===== src/rtl/seq_normalizer.sv =====
// Iterative normalizer: shifts an operand left (leading-zero count) or right
// (trailing-zero count) one bit per cycle until the edge bit is set.
module seq_normalizer #(
    parameter int WIDTH = 32,
    parameter int CNT_W = 6
) (
    input  logic             i_clk,
    input  logic             i_rst,
    input  logic             i_start,
    input  logic [WIDTH-1:0] i_data,
    input  logic             i_mode,
    output logic             o_busy,
    output logic             o_done,
    output logic [WIDTH-1:0] o_data,
    output logic [CNT_W-1:0] o_count,
    output logic             o_zero
);

    typedef enum logic [1:0] {IDLE, RUN, DONE} state_t;

    state_t           state_q, state_d;
    logic [WIDTH-1:0] work_q, work_d;
    logic [CNT_W-1:0] cnt_q, cnt_d;
    logic             zero_q, zero_d;
    logic             mode_q, mode_d;
    logic             edge_bit;

    always_ff @(posedge i_clk or posedge i_rst) begin
        if (i_rst) begin
            state_q <= IDLE;
            work_q  <= '0;
            cnt_q   <= '0;
            zero_q  <= 1'b0;
            mode_q  <= 1'b0;
        end else begin
            state_q <= state_d;
            work_q  <= work_d;
            cnt_q   <= cnt_d;
            zero_q  <= zero_d;
            mode_q  <= mode_d;
        end
    end

    // Bit that terminates the search: MSB for left-normalize, LSB for right.
    assign edge_bit = mode_q ? work_q[0] : work_q[WIDTH-1];

    always_comb begin
        state_d = state_q;
        work_d  = work_q;
        cnt_d   = cnt_q;
        zero_d  = zero_q;
        mode_d  = mode_q;
        case (state_q)
            IDLE: begin
                if (i_start) begin
                    work_d = i_data;
                    mode_d = i_mode;
                    cnt_d  = '0;
                    zero_d = 1'b0;
                    if (i_data == '0) begin
                        // A zero operand never finds an edge bit; report full width.
                        state_d = DONE;
                        cnt_d   = CNT_W'(WIDTH);
                        zero_d  = 1'b1;
                    end else begin
                        state_d = RUN;
                    end
                end
            end
            RUN: begin
                if (edge_bit) begin
                    state_d = DONE;
                end else begin
                    work_d = mode_q ? (work_q >> 1) : (work_q << 1);
                    cnt_d  = cnt_q + CNT_W'(1);
                end
            end
            DONE: state_d = IDLE;
            default: state_d = IDLE;
        endcase
    end

    assign o_busy  = (state_q != IDLE);
    assign o_done  = (state_q == DONE);
    assign o_data  = work_q;
    assign o_count = cnt_q;
    assign o_zero  = zero_q;

endmodule


===== config.mk =====
export PLATFORM = sky130hd
export DESIGN_NAME = seq_normalizer
export DESIGN_NICKNAME = d
export VERILOG_FILES = /design/src/rtl/seq_normalizer.sv
export SDC_FILE = /design/constraint.sdc
export NUM_CORES = 1
export LEC_CHECK = 0
export CAP_MARGIN = 20
export CORE_ASPECT_RATIO = 0.8
export CORE_MARGIN = 3
export CORE_UTILIZATION = 40
export CTS_CLUSTER_SIZE = 14
export DETAILED_ROUTE_END_ITERATION = 8
export PLACE_DENSITY = 0.73
export SYNTH_ARGS = -nofsm -noshare
export SYNTH_HDL_FRONTEND = slang
export SYNTH_SLANG_ARGS = --single-unit

===== constraint.sdc =====
create_clock -name i_clk -period 2.3 [get_ports i_clk]
set_clock_uncertainty 0.15 [all_clocks]
set_input_delay 0.23 -clock i_clk [delete_from_list [all_inputs] [get_ports i_clk]]
set_output_delay 0.23 -clock i_clk [all_outputs]
set_load 0.03 [all_outputs]

* After elaboration in Yosys (flattened, before gate mapping)
Cells that the tools add are included.
** Storage, ports and cells
- Register bits after elaboration :: 42
- Bits in latches :: 0
- Bits in writable memories :: 0
- ROM bits :: 0
- Input port bits :: 36
- Output and inout bits :: 41
- Memories :: 0
** Cells by class
- $add $sub $neg :: 1
- Multiply operators :: 0
- Divide/modulo/power cells :: 0
- $lt $le $gt $ge :: 0
- Eq/ne operators :: 5
- Shift-type cells :: 0
- Multiplexer cells :: 14
- Bitwise gates (word level) :: 0
- Reduce and logical (&&, ||, !) cells :: 7
** Operator list (number)
- $mux 32 :: 3
- $pmux 32 s2 :: 1
- $logic_not 32->1 :: 1
- $mux 6 :: 3
- $pmux 6 s2 :: 1
- $add 6x1->6 const B :: 1
- $mux 2 :: 3
- $ne 2x2->1 const B :: 3
- $pmux 2 s2 :: 1
- $reduce_and 2->1 :: 2
- $reduce_bool 2->1 :: 2
- $reduce_and 3->1 :: 1
- $eq 2x1->1 const B :: 1
- $eq 2x2->1 const B :: 1
- $logic_not 2->1 :: 1
- $mux 1 :: 2

* Logic depth before layout (Yosys ltp)
- Depth in word-level cells :: 4
- Depth in mapped cells :: 7

* Worst setup path after synthesis
Ideal clock, no wire load.
- Kind :: register to register
- Start :: reg work_q[31], in the netlist o_data[31]
- End :: reg work_q[10], in the netlist o_data[10]
- Arrival :: 1470 ps
- Data required time :: 2024 ps
- Slack :: 554 ps
- Stages on the path, launching flop included :: 6
- Path buffers :: 1
- Period minus slack after synthesis :: 1746 ps
- Path through :: dfrtp_1 mux2i_2 nand2_1 buf_2 nor2_1 a221o_1
** On the way
- Cells in the longest elaborated chain, start to end :: 3
** RTL lines
- start: declaration :: line 22 : logic [WIDTH-1:0] work_q, work_d;
- start signal: assignment :: line 37 : work_q <= work_d;
- $mux 1 :: line 45 : assign edge_bit = mode_q ? work_q[0] : work_q[WIDTH-1];
- $ne 2x2->1 (no source line)
- $reduce_and 3->1 (no source line)
No other way between the ends.
A chain may end at the register's enable or synchronous reset.

* Worst setup path after layout
- Start :: reg mode_q
- End :: reg cnt_q[0], in the netlist o_count[0]
** On the way
- Cells in the longest elaborated chain, start to end :: 3
** RTL lines
- start: declaration :: line 25 : logic mode_q, mode_d;
- start signal: assignment :: line 40 : mode_q <= mode_d;
- $mux 1 :: line 45
- $ne 2x2->1 (no source line)
- $reduce_and 3->1 (no source line)
- end signal: assignment :: line 38 : cnt_q <= cnt_d;
- end: declaration :: line 23 : logic [CNT_W-1:0] cnt_q, cnt_d;
No other way between the ends.

==> qor.csv <==
metric,value,unit
status,"complete, no violations",
die_x,87.3,µm
cpMaxStageDelayCell,a21oi_2,
power_density,1520,nW/µm²
place_ws,0.0712,ns
gp_congestion,0.859,
p_total,4.62,mW
ys_types,34,
slew_viol_final,0,
postCtsResizedCells,0,
swShare,45.2,%
avgViaCountPerCell,5.95,
fin_tns_setup,0,ns
tightest_slew,0.983,ns
slew_headroom,34.5,%
coreArea,5060,µm²
crit_path_start_kind,flip-flop,
place_hpwl,4.34,mm
r2r_start,mode_q,
cp.required,2.34,ns
report.final.hold_viol_count,0,
dr.pass1.iters,8,
insertion_delay,0.28,ns
rsz0062_at_grt,no,
fmax,479,MHz
worst-path-stages,5,
yosysSeqAreaShare,49.7,%
cp_top_family,compound AO/OA/AOI/OAI gates,
layout-drive-gt1-share,7.83,%
place_area,2930,µm²
ant_nets,0,
wl_per_cell,17.4,µm
worstSetupEndpointType,flip-flop,
numCtsBuffers,5,
worst-path-buf-inv,1,
p_comb_share,56.2,%
arrival,2.13,ns
clock-sinks,42,
synth_nets,241,
grt_antenna_before_repair,0,
synth.avg_cell_area,10.4,µm²
reg2reg_to,o_count[0],
io_buffers,76,
synthesis.area,2110,µm²
diodes,0,
drc,0,
period_minus_slack,2.09,ns
h-tree-depth,2,
critPathKind,flip-flop to flip-flop,
reg2regPathDepth,5,
startpoint,mode_q,
stdcell_area,3040,µm²
path_cells,"mux2i_2, a21oi_2, buf_4, nand2_1, o21ai_0",
pin_count,77,
hp-class,input port to asynchronous set/reset pin,
cap_violations,0,
cts_tree,built,
timing.final.crit_share,90.8,%
clockRootBuffer,clkbuf_8,
grt_util_all_layers,19.9,%
whs,0.227,ns
rrSetupSlack,0.21,ns
clkPwrFrac,12.5,%
syn_inst,204,
overflow,0,
path_max_fanout,22,
p_leak,1.33,nW
num_vias,2040,
dieArea,6200,µm²
setup_violations,0,
die_y,71.0,µm
p_switching,2.09,mW
syn2layout_area_growth,43.9,%
post_cts_buffers,0,
seqPwrFrac,31.3,%
clk_pin_slew,0.07,ns
nets,318,
grt_pass1_vias,1958,
cts_buffer_depth,2,
initial_core_util,41.7,%
crit_end,o_count[0],
layout_setup_ws,0.212,ns
max-vdd-ir-drop,0.787,mV
register_area,1050,µm²
intPower,2.53,mW
grt_start_max_net_pins,43,
critPathMaxStageDelay,0.77,ns
cts_hold_buf,0,
synth_seq_cells,42,
ys_warn_count,0,
drtIter0Drc,190,
wl,5.96,mm
fillers,424,
multi_input_area,973,µm²
row_count,23,
grt_pass1_wl,9.80,mm
synth_stat cells, drive strengths merged:
cell,count,area share [%]
nor3,1,0.24
and4,1,0.41
dfrtp,42,50
nor4,8,2.4
clkbuf,2,0.36
nor3b,2,1.2
nand3,2,0.47
mux2,2,1.1
a22oi,2,0.71
and2b,1,0.36
mux2i,14,6.8
nand2,46,8.2
a21oi,1,0.24
nor2b,1,0.30
nand4,5,1.5
xnor2,1,0.41
xor2,2,0.83
or2,2,0.59
o21ai,4,0.95
o21a,1,0.36
and3b,1,0.41
ha,1,0.59
nor2,16,2.8
a221o,12,5.7
a222oi,18,8.5
inv,2,0.36
and2,2,0.59
buf,12,4.0
metal layers:
metal / wire (µm) / up-vias / GRT usage (%)
met4: 60 / 0 / 4.60
met5: 0 / - / 0
met1: 2800 / 969 / 31.9
li1: - / 935 / -
met3: 650 / 7 / 5.82
met2: 2440 / 129 / 26.1
worst reg2reg max path, stage by stage, from the launching register on:
cell and delay (ns):
dfrtp_1 0.41, mux2i_2 0.21, a21oi_2 0.77, buf_4 0.32
nand2_1 0.06, o21ai_0 0.08
how the worst min path moves through the flow:
stage / end
2_1_floorplan: mode_q
6_report: o_data[18]
5_1_grt: o_data[20]
3_3_place_gp: o_zero
4_1_cts: o_data[20]
3_5_place_dp: o_zero
registers in the layout, summed over array words and instances (netlist names):
| register | count |
|---|---|
| mode_q | 1 |
| o_data | 32 |
| o_count | 6 |
| state_q | 2 |
| o_zero | 1 |
power by group through the flow:
stage               Clock [mW]  Combinational [mW]  Sequential [mW]
floorplan                    0                1.14             1.92
detailed placement           0                2.59             1.45
global placement             0                2.54             1.45
global route             0.622                2.79             1.50
CTS                      0.597                2.60             1.44
finish                   0.578                2.59             1.45
area by class of cell:
type	instances	area share, %
clock buffer	6	2.71
sequential	42	34.5
tap	62	2.55
timing repair buffer	84	27.0
clock inverter	1	0.987
multi-input combinational	146	32.0
inverter	2	0.247
placed cells by master (no fill, tap or decap), types with 2 or more instances in the layout:
cell type and instances:
a221o_1 12, a222oi_1 18, a22oi_1 2, and2_1 2
buf_4 8, clkbuf_8 6, clkdlybuf4s50_1 76, dfrtp_1 42
inv_1 2, mux2_2 2, mux2i_1 13, nand2_1 46
nand3_1 2, nand4_1 5, nor2_1 16, nor4_1 8
o21ai_0 3, xor2_1 2
through the flow:
step	instances	util, %
global route	343	60.1
floorplan	204	-
global placement	336	57.9
CTS	343	60.1
detailed placement	336	57.9
finish	343	60.1
logic make-up after synthesis:
group                      share of synthesized area, %
muxes                                              7.87
buffers and inverters                              4.67
xor gates and xnor gates                           1.24
AOI/OAI and AO/OA                                  16.4
adders and majority gates                         0.592
and+or+nand+nor                                    19.5
DFF                                                49.7
No activity file was read; power rests on OpenSTA's default activity.
